`src/rtl/mmu_fetch_pkg.sv`:
```
// Shared types for the MMU word fetcher:
// FSM state encoding and request size codes.
package mmu_fetch_pkg;

  typedef enum logic [1:0] {
    ST_IDLE,
    ST_REQ,
    ST_WAIT,
    ST_DONE
  } fetch_state_t;

  localparam logic [1:0] SZ_BYTE = 2'd0;
  localparam logic [1:0] SZ_HALF = 2'd1;
  localparam logic [1:0] SZ_WORD = 2'd2;

  // Code 3 is folded into a full word.
  function automatic logic [2:0] size_bytes(
    input logic [1:0] sz
  );
    logic [2:0] n;
    case (sz)
      SZ_BYTE: n = 3'd1;
      SZ_HALF: n = 3'd2;
      SZ_WORD: n = 3'd4;
      default: n = 3'd4;
    endcase
    return n;
  endfunction

endpackage

```
`src/rtl/fetch_byte_assembler.sv`:
```
// Places one received byte into its little-endian
// lane and sign/zero extends the partial result.
module fetch_byte_assembler
  import mmu_fetch_pkg::*;
(
  input  logic [31:0] i_raw,
  input  logic [7:0]  i_byte,
  input  logic [1:0]  i_idx,
  input  logic [2:0]  i_nbytes,
  input  logic        i_signed,
  output logic [31:0] o_raw,
  output logic [31:0] o_data
);

  logic w_s8;
  logic w_s16;

  always_comb begin
    o_raw = i_raw;
    o_raw[{i_idx, 3'b000} +: 8] = i_byte;
  end

  assign w_s8  = i_signed & o_raw[7];
  assign w_s16 = i_signed & o_raw[15];

  always_comb begin
    o_data = o_raw;
    unique case (1'b1)
      i_nbytes == 3'd1:
        o_data = {{24{w_s8}}, o_raw[7:0]};
      i_nbytes == 3'd2:
        o_data = {{16{w_s16}}, o_raw[15:0]};
      default:
        o_data = o_raw;
    endcase
  end

endmodule

```
`src/rtl/mmu_word_fetcher.sv`:
```
// Byte-serial MMU read of 1/2/4 bytes into a word.
// FETCH_TIMEOUT_EN adds a per-byte watchdog abort.
module mmu_word_fetcher
  import mmu_fetch_pkg::*;
#(
  parameter int ADDRESS_WIDTH  = 32,
  parameter int BUS_WIDTH      = 8,
  parameter int TIMEOUT_CYCLES = 255
) (
  input  logic                     clk,
  input  logic                     reset,
  input  logic                     reqValid,
  input  logic [ADDRESS_WIDTH-1:0] reqAddr,
  input  logic [1:0]               reqSize,
  input  logic                     reqSigned,
  output logic                     busy,
  output logic                     done,
  output logic [31:0]              dataOut,
  output logic                     error,
  output logic [ADDRESS_WIDTH-1:0] memAddr,
  output logic                     memRequest,
  input  logic [BUS_WIDTH-1:0]     memData,
  input  logic                     memBusy
);

  fetch_state_t r_state;
  fetch_state_t w_next;

  logic [ADDRESS_WIDTH-1:0] r_addr;
  logic [2:0]               r_nbytes;
  logic                     r_signed;
  logic [1:0]               r_idx;
  logic [31:0]              r_raw;
  logic [31:0]              r_dout;

  logic        w_tmo;
  logic        w_act;
  logic        w_last;
  logic        w_cap;
  logic        w_acc;
  logic [31:0] w_raw;
  logic [31:0] w_asm;

  assign w_act  = (r_state == ST_REQ) |
                  (r_state == ST_WAIT);
  assign w_last = ({1'b0, r_idx} + 3'd1) >= r_nbytes;
  assign w_acc  = (r_state == ST_IDLE) & reqValid;
  assign w_cap  = (r_state == ST_WAIT) & ~memBusy
                  & ~w_tmo;

  fetch_byte_assembler u_asm (
    .i_raw    (r_raw),
    .i_byte   (memData[7:0]),
    .i_idx    (r_idx),
    .i_nbytes (r_nbytes),
    .i_signed (r_signed),
    .o_raw    (w_raw),
    .o_data   (w_asm)
  );

  always_comb begin
    w_next = r_state;
    unique case (r_state)
      ST_IDLE: if (reqValid) w_next = ST_REQ;
      ST_REQ:  if (memBusy) w_next = ST_WAIT;
      ST_WAIT: begin
        if (!memBusy)
          w_next = w_last ? ST_DONE : ST_REQ;
      end
      ST_DONE: w_next = ST_IDLE;
      default: w_next = ST_IDLE;
    endcase
    if (w_tmo) w_next = ST_IDLE;
  end

  always_ff @(posedge clk or negedge reset) begin
    if (!reset) begin
      r_state  <= ST_IDLE;
      r_addr   <= '0;
      r_nbytes <= 3'd0;
      r_signed <= 1'b0;
      r_idx    <= 2'd0;
      r_raw    <= '0;
      r_dout   <= '0;
    end else begin
      r_state <= w_next;
      if (w_acc) begin
        r_addr   <= reqAddr;
        r_nbytes <= size_bytes(reqSize);
        r_signed <= reqSigned;
        r_idx    <= 2'd0;
        r_raw    <= '0;
      end
      if (w_cap) begin
        r_raw <= w_raw;
        r_idx <= r_idx + 2'd1;
        if (w_last) r_dout <= w_asm;
      end
    end
  end

`ifdef FETCH_TIMEOUT_EN
  localparam int TW = $clog2(TIMEOUT_CYCLES + 1);

  logic [TW-1:0] r_tmo;

  // Restarts for every byte so the limit is per byte.
  always_ff @(posedge clk or negedge reset) begin
    if (!reset) begin
      r_tmo <= '0;
    end else if (w_next == ST_REQ &&
                 r_state != ST_REQ) begin
      r_tmo <= '0;
    end else if (w_act) begin
      r_tmo <= r_tmo + 1'b1;
    end
  end

  assign w_tmo = w_act &&
    (r_tmo == TW'(TIMEOUT_CYCLES - 1));
`else
  logic w_unused_tmo;
  assign w_unused_tmo = |TIMEOUT_CYCLES;
  assign w_tmo = 1'b0;
`endif

  assign busy       = w_act;
  assign done       = (r_state == ST_DONE);
  assign dataOut    = r_dout;
  assign error      = w_tmo;
  assign memRequest = (r_state == ST_REQ) & ~w_tmo;
  assign memAddr    = r_addr +
                      ADDRESS_WIDTH'(r_idx);

endmodule

```
`config.mk`:
```
export PLATFORM = sky130hd
export DESIGN_NAME = mmu_word_fetcher
export DESIGN_NICKNAME = d
export VERILOG_FILES = /design/src/rtl/mmu_fetch_pkg.sv /design/src/rtl/fetch_byte_assembler.sv /design/src/rtl/mmu_word_fetcher.sv
export SDC_FILE = /design/constraint.sdc
export NUM_CORES = 1
export LEC_CHECK = 0
export ABC_AREA = 1
export ABC_CLOCK_PERIOD_IN_PS = 2100
export BUFFER_PORTS_ARGS = -buffer_cell sky130_fd_sc_hd__buf_4
export CAP_MARGIN = 15
export CORE_ASPECT_RATIO = 2
export CORE_MARGIN = 1
export CORE_UTILIZATION = 50
export DETAILED_ROUTE_END_ITERATION = 8
export PLACE_DENSITY = 0.76
export SYNTH_ARGS = -nofsm -noshare
export SYNTH_HDL_FRONTEND = slang
export SYNTH_SLANG_ARGS = --single-unit
export TNS_END_PERCENT = 10
```
`constraint.sdc`:
```
create_clock -name clk -period 2.1 [get_ports clk]
set_clock_uncertainty 0.1 [all_clocks]
set_input_delay 0.105 -clock clk [delete_from_list [all_inputs] [get_ports clk]]
set_output_delay 0.105 -clock clk [all_outputs]
set_load 0.05 [all_outputs]
```
==> results of run 1 <==
registers in the layout (all words and copies together), names as in the netlist:
name	cells
r_signed	1
r_raw	32
r_addr	32
r_nbytes	3
dataOut	32
r_idx	2
r_state	2
repair_timing:
action	CTS	global route
hold buffers	36	0
endpoints found under the hold margin	69	0
setup endpoints to repair	52	73
setup buffers	4	2
pin swaps	15	12
resized for setup	46	28
placed cells by master, fill, tap and decap left out, types with 5 or more instances in the layout:
| cell | instances |
|---|---|
| dfrtp_2 | 5 |
| nand2_1 | 374 |
| nand3b_1 | 19 |
| nand3_1 | 44 |
| nor3_1 | 7 |
| inv_1 | 61 |
| o21ai_0 | 39 |
| inv_2 | 12 |
| o22ai_1 | 15 |
| ha_1 | 10 |
| clkbuf_16 | 9 |
| nand2_2 | 9 |
| nor2_1 | 38 |
| nor2_4 | 9 |
| buf_4 | 125 |
| nor2_2 | 9 |
| dlygate4sd3_1 | 36 |
| dfrtp_1 | 99 |
| xor2_1 | 5 |
| buf_6 | 26 |
| ha_4 | 5 |
| nand3_2 | 9 |
report_power, final:
part	leakage [nW]	internal [mW]	switching [mW]
Clock	0.144	0.833	0.837
Sequential	1.37	2.62	0.552
Combinational	2.82	2.23	4.55
Total	4.34	5.68	5.93
cells in the mapped netlist (5+ instances only):
| master | number |
|---|---|
| nor2_1 | 46 |
| nor2_2 | 9 |
| nor3_1 | 9 |
| nand3_1 | 49 |
| dfrtp_1 | 104 |
| clkbuf_1 | 9 |
| buf_2 | 7 |
| inv_1 | 66 |
| nand3b_1 | 19 |
| ha_1 | 16 |
| inv_2 | 8 |
| o21ai_0 | 39 |
| buf_6 | 8 |
| xor2_1 | 13 |
| nand2_1 | 381 |
| nand3_2 | 5 |
| nand2_2 | 5 |
| o22ai_1 | 15 |
routing by layer:
metal / routed length [um] / up-vias / GRT usage, % / part of all wire [%]
met5: 0 / - / 0 / 0
met4: 1450 / 0 / 22.1 / 7.9
met3: 646 / 91 / 4.02 / 3.5
met2: 9880 / 234 / 56.5 / 54
met1: 6440 / 2846 / 31.1 / 35
li1: - / 2935 / - / -
cell type report:
cell class | count | area share [%]
multi-input cells | 622 | 39.0
flip-flops and latches | 104 | 31.5
repair buffers | 192 | 20.3
inverters | 76 | 3.50
clock buffers | 9 | 2.72
well taps | 145 | 2.19
clock inverters | 7 | 0.755
cells by family (layout without fill, tap and decap cells):
family          count (synthesis)  in the layout
compound gates                 59             59
xor+xnor                       15             15
fa+ha+maj                      17             17
buf+inv                       105            284
flops                         104            104
other cells                     1              1
simple gates                  530            530
worst max-delay path: cells and delay by family (launching register included):
family	cells	cell delay, ns
buf+inv	4	0.33
flops	1	0.39
fa+ha+maj	2	0.49
simple gates	5	0.67
through the flow:
stage / setup WS [ns] / instance area, um^2
after detailed placement: -0.0420 / 7290
after floorplan: -0.0840 / 6140
after global routing: -0.450 / 8280
final: -0.351 / 8280
after global placement: -0.0387 / 7290
after CTS: -0.362 / 8170
path summary, 6_finish.rpt:
path	from	end	cells after the start
worst max-delay path	r_addr[0]$_DFFE_PN0P_	memAddr[30]	11
worst min-delay path	memData[5]	dataOut[5]$_DFFE_PN0P_	5
worst max register to register	r_idx[0]$_DFFE_PN0P_	dataOut[20]$_DFFE_PN0P_	12
worst min register to register	dataOut[15]$_DFFE_PN0P_	dataOut[15]$_DFFE_PN0P_	2
max in group asynchronous	reset	r_addr[18]$_DFFE_PN0P_	3
min in group asynchronous	reset	r_raw[24]$_DFFE_PN0P_	2
==> out/results.tsv, run 1 <==
metric	value	unit
crit_path_frequent_cell	inv_2	
synth_top_area_share	43.4	%
drc_errors	0	
multi_input_area	3230	um^2
cp-start-kind	flop	
finalHoldViolations	0	
synth_fa_ha_area_share	3.67	%
yosys_most_used_dff	dfrtp_1	
antenna_found_initial	0	
power-per-cell-area	1400	nW/um^2
clkSinkCount	104	
chipHeight	157	um
drive_gt1_share	25.0	%
rsz0062_at_grt	true	
drtAntennaViolNets	0	
finalSetupViolations	27	
drt-total-wl	18.4	mm
r2r_slack	-0.06	ns
ys_seq_area_share	43.4	%
synthArstFlopShare	100	%
hold_path_class	in2reg	
dp.cells	1097	
gp_congestion	1.03	
setup.worst_path.end_class	primary output	
grt_max_degree	50	
yosys.area_share.simple	37.3	%
clk_pin_slew	0.08	ns
syn-num-nets	895	
via_per_inst	5.29	
clockBufferDepth	2	
die_w	79.4	um
yosys.cell_types.count	31	
maxCapViolations	0	
ys_ff_latch	104	
synth_top_area_cell	dfrtp_1	
layout.cells.non_filler	1155	
syn-instance-count	831	
grt_pass1_wl	29.3	mm
setup_tns	-5.12	ns
synth_edf_count	0	
critical_path_arrival	2.25	ns
htree_num_levels	3	
vias	6106	
synth-compound-area-share	5.30	%
critPathMaxFanout	3	
ir_worst_vdd	1430	uV
period_needed	2.45	ns
grt_use_total	30.9	%
cpPeakStageDelay	0.39	ns
synth_area_leaders	dfrtp_1, nand2_1, inv_1	
drtIter0Drc	356	
finalCritPeriodShare	117	%
clock_latency	0.36	ns
cts_buffers	9	
fin_hold_ws	0.0443	ns
violations	setup timing	
wl_per_cell	16.0	um
start_util	51.2	%
p_leak	4.34	nW
synth_top_family_by_area	simple AND/OR/NAND/NOR gates	
seq_area	2610	um^2
syn_area	5990	um^2
crit_required	1.89	ns
syn_area_per_cell	7.21	um^2
crit_chain	ha_4 > inv_2 > fa_2 > inv_2 > nand3_4 > nor2_4 > inv_2 > nor2_4 > nand3b_1 > nand2_2 > buf_8	
cts_tree	yes	
synthMuxAreaShare	0	%
slowest_stage	dfrtp_1	
grt.overflow.total	0	
core	11700	um^2
io_pins	115	
status	finished, violations left	
layout.nets	1069	
fp.dieArea	12500	um^2
final_util	70.8	%
grt_pass1_vias	6086	
ys_warn_count	0	
total_power	11.6	mW
dr.pass1.iters	5	
dp_hpwl	13.1	mm
num_antenna_cells	0	
port_buffers	113	
area_delta_synth_final	38.2	%
max_freq	0.408	GHz
crit_type	reg2out	
drv_slew	0	
fill_cells	955	
setup_ws	-0.351	ns
rows	56	
post_synth_xor_area_fraction	2.19	%
cts-root-buf	clkbuf_16	
No activity file was read; power rests on OpenSTA's default activity.
==> run 2, diff against run 1 <==
--- a/config.mk
+++ b/config.mk
@@ -5,15 +5,16 @@
 export SDC_FILE = /design/constraint.sdc
 export NUM_CORES = 1
 export LEC_CHECK = 0
-export ABC_AREA = 1
-export ABC_CLOCK_PERIOD_IN_PS = 2100
+export ABC_AREA = 0
+export ABC_CLOCK_PERIOD_IN_PS = 2900
 export BUFFER_PORTS_ARGS = -buffer_cell sky130_fd_sc_hd__buf_4
 export CAP_MARGIN = 15
 export CORE_ASPECT_RATIO = 2
 export CORE_MARGIN = 1
 export CORE_UTILIZATION = 50
 export DETAILED_ROUTE_END_ITERATION = 8
-export PLACE_DENSITY = 0.76
+export PLACE_DENSITY = 0.74
+export SKIP_CTS_REPAIR_TIMING = 1
 export SYNTH_ARGS = -nofsm -noshare
 export SYNTH_HDL_FRONTEND = slang
 export SYNTH_SLANG_ARGS = --single-unit
==> constraint.sdc (replaced) <==
create_clock -name clk -period 2.9 [get_ports clk]
set_clock_uncertainty 0.1 [all_clocks]
set_input_delay 0.145 -clock clk [delete_from_list [all_inputs] [get_ports clk]]
set_output_delay 0.145 -clock clk [all_outputs]
set_load 0.05 [all_outputs]
==> run 2 against run 1 <==
The run now ends clean; sequential power fell by 21%; largest power group unchanged; clock power fell by 28%; final cell count shrank 30%; worst setup slack gained 0.49 ns; largest cell class unchanged; sequential cell count did not move; clock-buffer cell count grew 2.
==> out/results.tsv, run 2 <==
metric	value	unit	change
dp_hpwl	10.7	mm	-18%
r2r-end	dataOut[18]$_DFFE_PN0P_		
yosys_most_used_dff	dfrtp_1		
grt_pass1_wl	23.4	mm	-20%
r2r_slack	0.42	ns	+0.48 ns
crit-reg2reg-launch	r_idx[1]$_DFFE_PN0P_		
clock_latency	0.34	ns	-0.02 ns
maxCapViolations	0		unchanged
cts-root-buf	clkbuf_16		
status	finished clean		
p_leak	3.21	nW	-26%
port_buffers	113		unchanged
period_needed	2.76	ns	
clockBufferDepth	2		unchanged
synth_most_common_cell	dfrtp_1		
crit_type	reg2out		
ys_ff_latch	104		unchanged
layout.nets	730		-32%
synthMuxAreaShare	7.38	%	+7.4 points
drtIter0Drc	405		+14%
grt.overflow.total	0		unchanged
synth_common_cells	dfrtp_1, a21oi_1, nand2_1		
hold_path_class	in2reg		
vias	4655		-24%
fin_hold_ws	0.00754	ns	-0.0368 ns
reg2reg_depth	6		-6
critical_path_arrival	2.51	ns	+0.26 ns
finalCritPeriodShare	95.1	%	
core	10600	um^2	-9.3%
start_util	51.6	%	+0.35 points
layout_commonest_cell	buf_4		
die_w	76.0	um	-4.3%
gp_congestion	0.850		-17%
drive_gt1_share	29.2	%	+4.2 points
synth_fa_ha_area_share	4.02	%	+0.35 points
highest_layer	met4		
area_delta_synth_final	30.9	%	
finalSetupViolations	0		-100%
wirelength_met1	5.26	mm	-18%
final_util	67.5	%	-3.3 points
drt-total-wl	15.0	mm	-19%
fp.dieArea	11400	um^2	-8.5%
wl_per_cell	18.5	um	+16%
drtAntennaViolNets	0		unchanged
setup.worst_path.end_class	primary output		
wl_met3	809	um	+25%
ir_worst_vdd	953	uV	-33%
finalHoldViolations	0		unchanged
drc_errors	0		unchanged
ys_seq_area_share	47.6	%	+4.1 points
crit_required	2.65	ns	+0.76 ns
io_pins	115		unchanged
route.met2.wl	8.04	mm	-19%
synth-compound-area-share	17.4	%	+12 points
rows	53		-5.4%
syn-num-nets	584		-35%
yosys.area_share.simple	14.8	%	-23 points
crit_start	r_idx[1]$_DFFE_PN0P_		
chipHeight	150	um	-4.4%
syn_area_per_cell	10.5	um^2	+46%
grt_use_total	26.3	%	-4.6 points
critPathMaxFanout	9		+6
post_synth_xor_area_fraction	4.96	%	+2.8 points
syn_area	5470	um^2	-8.7%
synth_edf_count	0		unchanged
grt_pass1_vias	4752		-22%
layout_common_cells	buf_4, dfrtp_1, a21oi_1		
antenna_found_initial	0		unchanged
synth_area_leaders	dfrtp_1, mux2_2, a21oi_1		
cts_tree	yes		
layout.cells.non_filler	808		-30%
fin_area	7160	um^2	-14%
synth_top_area_share	47.6	%	+4.1 points
yosys.cell_types.count	54		+74%
synthArstFlopShare	100	%	unchanged
drv_slew	0		unchanged
placed_area	6480	um^2	-11%
grt_max_degree	55		+10%
clkSinkCount	104		unchanged
total_power	8.91	mW	-23%
num_antenna_cells	0		unchanged
htree_num_levels	3		unchanged
worst_pin_slew	0.882	ns	
rsz0062_at_grt	false		
synth_top_area_cell	dfrtp_1		
cts_buffers	9		unchanged
dr.pass1.iters	4		-1
relSlewSlack	40.6	%	
clk_pin_slew	0.07	ns	about the same
power-per-cell-area	1240	nW/um^2	-11%
syn-instance-count	520		-37%
max_freq	0.363	GHz	
ys_warn_count	0		unchanged
cp-start-kind	flop		
synth_top_family_by_area	compound AO/OA/AOI/OAI gates		
dp.cells	754		-31%
crit_path_end	memAddr[26]		
via_per_inst	5.76		+9.0%
[run 2: changes by cell type after synthesis, sizes merged, moves of 35 or more]
cell and change:
nor2 -47, mux2 +35, nand3 -48, nand2 -339
a21oi +53, inv -53
[run 2: per-layer routing]
metal	global-route usage, %	vias up
met3	5.18	57
li1	-	2157
met5	0	-
met4	17.1	0
met1	26.4	2255
met2	48.8	186
[run 2: power breakdown]
| group | total (mW) | switching, mW | internal [mW] |
|---|---|---|---|
| clock | 1.21 | 0.518 | 0.692 |
| combinational | 5.18 | 3.46 | 1.72 |
| sequential | 2.52 | 0.509 | 2.01 |
[run 2: kinds of logic (layout without fill, tap and decap cells)]
kind of cell	after synthesis	in the layout
AO/OA/AOI/OAI	144	144
AND/OR/NAND/NOR	137	137
flip-flops	104	104
buffers and inverters	50	201
multiplexers	36	36
XOR/XNOR	31	31
adder cells (fa/ha/maj)	17	17
other	1	1
[run 2: worst max-delay path, cell delays in order, from the launching register on]
cell     delay, ns
dfrtp_1       0.45
inv_1         0.14
fa_1          0.53
nor3_2        0.21
buf_4         0.20
nand4_1       0.14
xnor2_1       0.26
buf_4         0.24
[run 2: through the flow]
stage | TNS (ns) | setup slack (ns)
final | 0 | 0.141
after global routing | 0 | 0.0180
after CTS | 0 | 0.0952
after detailed placement | 0 | 0.432
after global placement | 0 | 0.487
after floorplan | -0.202 | -0.0907
[run 2: cell type report]
class | instances | area, um^2
clock buffer | 11 | 243
fill | 826 | 3450
clock inverter | 5 | 56.3
multi-input combinational | 366 | 2680
sequential | 104 | 2600
timing repair buffer | 163 | 1330
tap | 137 | 171
inverter | 22 | 82.6
[run 2: worst min path at each step]
stage                          start                     end  slack (ns)  cells past startpoint
after floorplan                reset  dataOut[0]$_DFFE_PN0P_       -0.25                      0
after global placement         reset   r_raw[17]$_DFFE_PN0P_        0.12                      1
after detailed placement       reset   r_raw[17]$_DFFE_PN0P_        0.12                      1
after CTS                      reset  dataOut[1]$_DFFE_PN0P_       -0.24                      1
after global routing      memData[7]   r_raw[23]$_DFFE_PN0P_       0.009                      2
final                     memData[7]   r_raw[23]$_DFFE_PN0P_       0.008                      2
